$ cat src/rtl/tl_cntr_w_left_fsm.sv
// Two-road traffic-light controller with protected left-turn phases.
// The 8-state Moore sequence is timed by a saturating dwell counter that caps green and left phases.
module tl_cntr_w_left_fsm #(
    parameter int unsigned CNT_W      = 4,
    parameter int unsigned YELLOW_CYC = 2,
    parameter int unsigned MAX_HOLD   = 8
) (
    input  logic       clk,
    input  logic       reset_n,
    input  logic       Ta,
    input  logic       Tal,
    input  logic       Tb,
    input  logic       Tbl,
    output logic [1:0] La,
    output logic [1:0] Lb,
    output logic [2:0] state
);

    typedef enum logic [2:0] {
        S0_A_GREEN  = 3'd0,
        S1_A_YELLOW = 3'd1,
        S2_A_LEFT   = 3'd2,
        S3_A_YELLOW = 3'd3,
        S4_B_GREEN  = 3'd4,
        S5_B_YELLOW = 3'd5,
        S6_B_LEFT   = 3'd6,
        S7_B_YELLOW = 3'd7
    } state_t;

    localparam logic [1:0] L_GREEN  = 2'b00;
    localparam logic [1:0] L_YELLOW = 2'b01;
    localparam logic [1:0] L_LEFT   = 2'b10;
    localparam logic [1:0] L_RED    = 2'b11;

    localparam logic [CNT_W-1:0] CNT_MAX     = '1;
    localparam logic [CNT_W-1:0] YELLOW_LAST = CNT_W'(YELLOW_CYC - 1);
    localparam logic [CNT_W-1:0] HOLD_LAST   = CNT_W'(MAX_HOLD - 1);
    localparam bit               HOLD_CAPPED = (MAX_HOLD != 0);

    state_t           state_q, state_d;
    logic [CNT_W-1:0] cnt_q, cnt_d;
    logic             hold_sensor;
    logic             leave;

    always_ff @(posedge clk) begin
        if (!reset_n) begin
            state_q <= S0_A_GREEN;
            cnt_q   <= '0;
        end else begin
            state_q <= state_d;
            cnt_q   <= cnt_d;
        end
    end

    // Even states are the sensor-driven hold phases; odd states are yellows.
    always_comb begin
        hold_sensor = 1'b0;
        case (state_q)
            S0_A_GREEN: hold_sensor = Ta;
            S2_A_LEFT:  hold_sensor = Tal;
            S4_B_GREEN: hold_sensor = Tb;
            S6_B_LEFT:  hold_sensor = Tbl;
            default:    hold_sensor = 1'b0;
        endcase
    end

    always_comb begin
        state_d = state_q;
        cnt_d   = cnt_q;
        leave   = 1'b0;
        if (state_q[0]) begin
            leave = (cnt_q == YELLOW_LAST);
        end else begin
            leave = !hold_sensor || (HOLD_CAPPED && (cnt_q == HOLD_LAST));
        end
        if (leave) begin
            state_d = state_t'(state_q + 3'd1);
            cnt_d   = '0;
        end else if (cnt_q != CNT_MAX) begin
            cnt_d = cnt_q + 1'b1;
        end
    end

    always_comb begin
        La = L_RED;
        Lb = L_RED;
        case (state_q)
            S0_A_GREEN:  La = L_GREEN;
            S1_A_YELLOW: La = L_YELLOW;
            S2_A_LEFT:   La = L_LEFT;
            S3_A_YELLOW: La = L_YELLOW;
            S4_B_GREEN:  Lb = L_GREEN;
            S5_B_YELLOW: Lb = L_YELLOW;
            S6_B_LEFT:   Lb = L_LEFT;
            S7_B_YELLOW: Lb = L_YELLOW;
            default: begin
                La = L_RED;
                Lb = L_RED;
            end
        endcase
    end

    assign state = state_q;

endmodule

$ cat config.mk
export PLATFORM = sky130hd
export DESIGN_NAME = tl_cntr_w_left_fsm
export DESIGN_NICKNAME = d
export VERILOG_FILES = /design/src/rtl/tl_cntr_w_left_fsm.sv
export SDC_FILE = /design/constraint.sdc
export NUM_CORES = 1
export LEC_CHECK = 0
export ABC_AREA = 1
export CAP_MARGIN = 20
export CORE_UTILIZATION = 30
export DETAILED_ROUTE_END_ITERATION = 12
export DONT_BUFFER_PORTS = 1
export SLEW_MARGIN = 20
export SYNTH_ARGS = -nofsm -noshare
export SYNTH_HDL_FRONTEND = slang
export SYNTH_SLANG_ARGS = --single-unit
$ cat constraint.sdc
create_clock -name clk -period 3.6 [get_ports clk]
set_input_delay 0.72 -clock clk [delete_from_list [all_inputs] [get_ports clk]]
set_output_delay 0.72 -clock clk [all_outputs]
set_load 0.05 [all_outputs]
==> impl_metrics.ini <==
[status]
status = finished, final reports clean

[synth]
ys_ff_latch = 7
netlist_instances = 69
synth_warnings = 0
synth.distinct_cells = 16
ys_seq_area_frac = 0.2821
synthTopCellsByArea = dfxtp_1, ha_1, nand3_1, nand2_1, inv_1
syn_area_per_cell_sq_um = 7.199
yosys.area.top_type = dfxtp_1
yosys.area.top_type_share = 0.2821
synth_nets = 83
synth_area_sq_um = 496.7

[place]
dp.cells = 86
dpl_cell_area_sq_um = 524.3
port-buffer-count = 0
place_congestion = 0.8193
dp_hpwl_microns = 708

[critical_path]
critPathKind = flip-flop to output pin
max_stage_delay_ns = 0.72
worstPathArrival_ns = 1.97
crit_required_ns = 2.88
r2r-end = cnt_q[1]
startpoint = state[0]
r2r_setup_slack_ns = 1.60
crit_fanout = 6
r2r_cells = 8
cp_num_cells = 5
worstPathCellList = inv_1 -> ha_1 -> nand2_1 -> nand2_1 -> nand2_1
end_kind = output pin
critical-path-top-delay-family = flip-flops
timing.critical_path.buf_inv = 1
slowest_stage = dfxtp_1
crit_end = Lb[0]
crit_top_cell = nand2_1
r2r_start = state[0]
start_kind = flip-flop

[layout]
final_util = 0.3612
layout-area-overhead-vs-synth_pct = 10.83
n_antenna_cell = 0
multi_input_area_sq_um = 319.1
fillers = 163
nets = 89
instances_no_fill = 90
fin_area_sq_um = 550.5
seq_area_sq_um = 140.1
drive_gt1_frac = 0.1081

[clock_network]
htreeDepth = 1
clkSinkCount = 7
clock_latency_ns = 0.25
clockRootBuffer = clkbuf_4
tritoncts = done
cts_hold_buf = 0
numCtsBuffers = 3
clk_pin_slew_ns = 0.05
cts_buffer_depth = 2
cts_resized = 0
cts_setup_buffers = 0

[power]
p_leak_nw = 0.2863
powerDensity_nw_per_um2 = 939.9
peakVddDrop_mv = 0.3930

[route]
wl_microns = 883
wl_met1_microns = 435
vias = 432
drcViolationCount = 0
ant_nets = 0
dr.pass1.iters = 4
wl_met2_microns = 360
wl_per_cell_microns = 9.811
drtIter0Drc = 3
dr_wl_met3_microns = 66
topRoutingLayerUsed = met4
routed_via_density = 4.800

[floorplan]
coreArea_sq_um = 1524
die_h_microns = 42.69
ios = 13
die_w_microns = 42.69
dieArea_sq_um = 1822
rows = 14
initial_core_util = 0.3259

[sta]
fin_worst_skew_ns = 0.004838
post-route-min-period_ns = 2.691
rsz0062_at_grt = false
whs_ns = 0.5418
max_freq_ghz = 0.3716
worst_pin_slew_ns = 0.7126
hold_violations = 0
max_slew_margin = 0.5243
tns_ns = 0
final-max-slew-violation-count = 0
setup_viol_count_final = 0
fin_crit_sh = 0.7474

[min_path]
hold_path.startpoint = cnt_q[3]
hold_path.class = flip-flop to flip-flop

[global_routing]
antenna_found_initial = 0
grt_max_degree = 9
grt_overflow = 0
grt_first_pass_wirelength_microns = 1504
grt_pass1_vias = 376
grtUsageTotal = 0.1116

[flow_run]
cap_viol_max_count = 0
## worst min path at each step
stage                           to  cells past startpoint
after floorplan           cnt_q[3]                      2
after global placement    cnt_q[3]                      2
after detailed placement  cnt_q[3]                      2
after CTS                 cnt_q[3]                      2
after global routing      state[2]                      2
final                     cnt_q[3]                      2
## area by class of cell
type	instances	share of cell area
Clock buffer	4	0.04773
Sequential cell	7	0.2545
Timing Repair Buffer	1	0.01364
Inverter	10	0.06818
Multi-Input combinational cell	52	0.5795
Tap cell	16	0.03636
## metrics by stage
stage                     worst slack, ns  power, mW
final                              0.9092     0.5174
after global routing               0.7887     0.5612
after CTS                          0.8916     0.5240
after detailed placement            1.156     0.4515
after global placement              1.186     0.4520
after floorplan                    0.9292     0.4060
## flip-flops by register name (all words and copies together), names as in the netlist
register,count
cnt_q,4
state,3
## tightest hold or removal path, delay by kind of cell (launching register included)
| family | cells | cell delay, ns |
|---|---|---|
| AO/OA/AOI/OAI | 1 | 0.12 |
| AND/OR/NAND/NOR | 1 | 0.05 |
| flip-flops | 1 | 0.33 |
## report_power, final
part	internal (mW)	total, mW	switching (mW)
combinational	0.0831	0.281	0.198
sequential	0.0981	0.168	0.0697
clock	0.0422	0.0688	0.0267
## routing by layer
| metal | GRT usage | vias up |
|---|---|---|
| met3 | 0.03830 | 2 |
| met5 | 0 | - |
| met4 | 0.09375 | 0 |
| met2 | 0.1455 | 10 |
| met1 | 0.1436 | 182 |
| li1 | - | 238 |
## placed cells by master, fill, tap and decap left out
master	synthesis	final
o211ai_1	2	2
a22o_2	1	1
o21ai_0	1	1
nand2_2	1	1
nand2_1	12	12
inv_1	9	9
a21oi_1	5	5
nor2_1	8	8
dfxtp_1	7	7
clkbuf_1	0	1
inv_2	1	1
buf_4	0	1
ha_1	8	8
xor2_1	1	1
nand3_1	10	10
nor3_1	1	1
mux2i_1	1	1
clkbuf_4	0	3
o21ai_2	1	1
## logic make-up after synthesis
group,synth area share
buffers and inverters,0.07555
multiplexers,0.02015
AO/OA/AOI/OAI,0.1284
XOR/XNOR,0.01764
adder cells (fa/ha/maj),0.2015
AND/OR/NAND/NOR,0.2746
flip-flops,0.2821
## synthesized netlist by cell type (all sizes together)
master,count
a22o,1
o21ai,2
nor3,1
dfxtp,7
mux2i,1
nand3,10
nand2,13
a21oi,5
nor2,8
o211ai,2
inv,10
xor2,1
ha,8
Note: power is estimated with default switching activity, not from simulation.
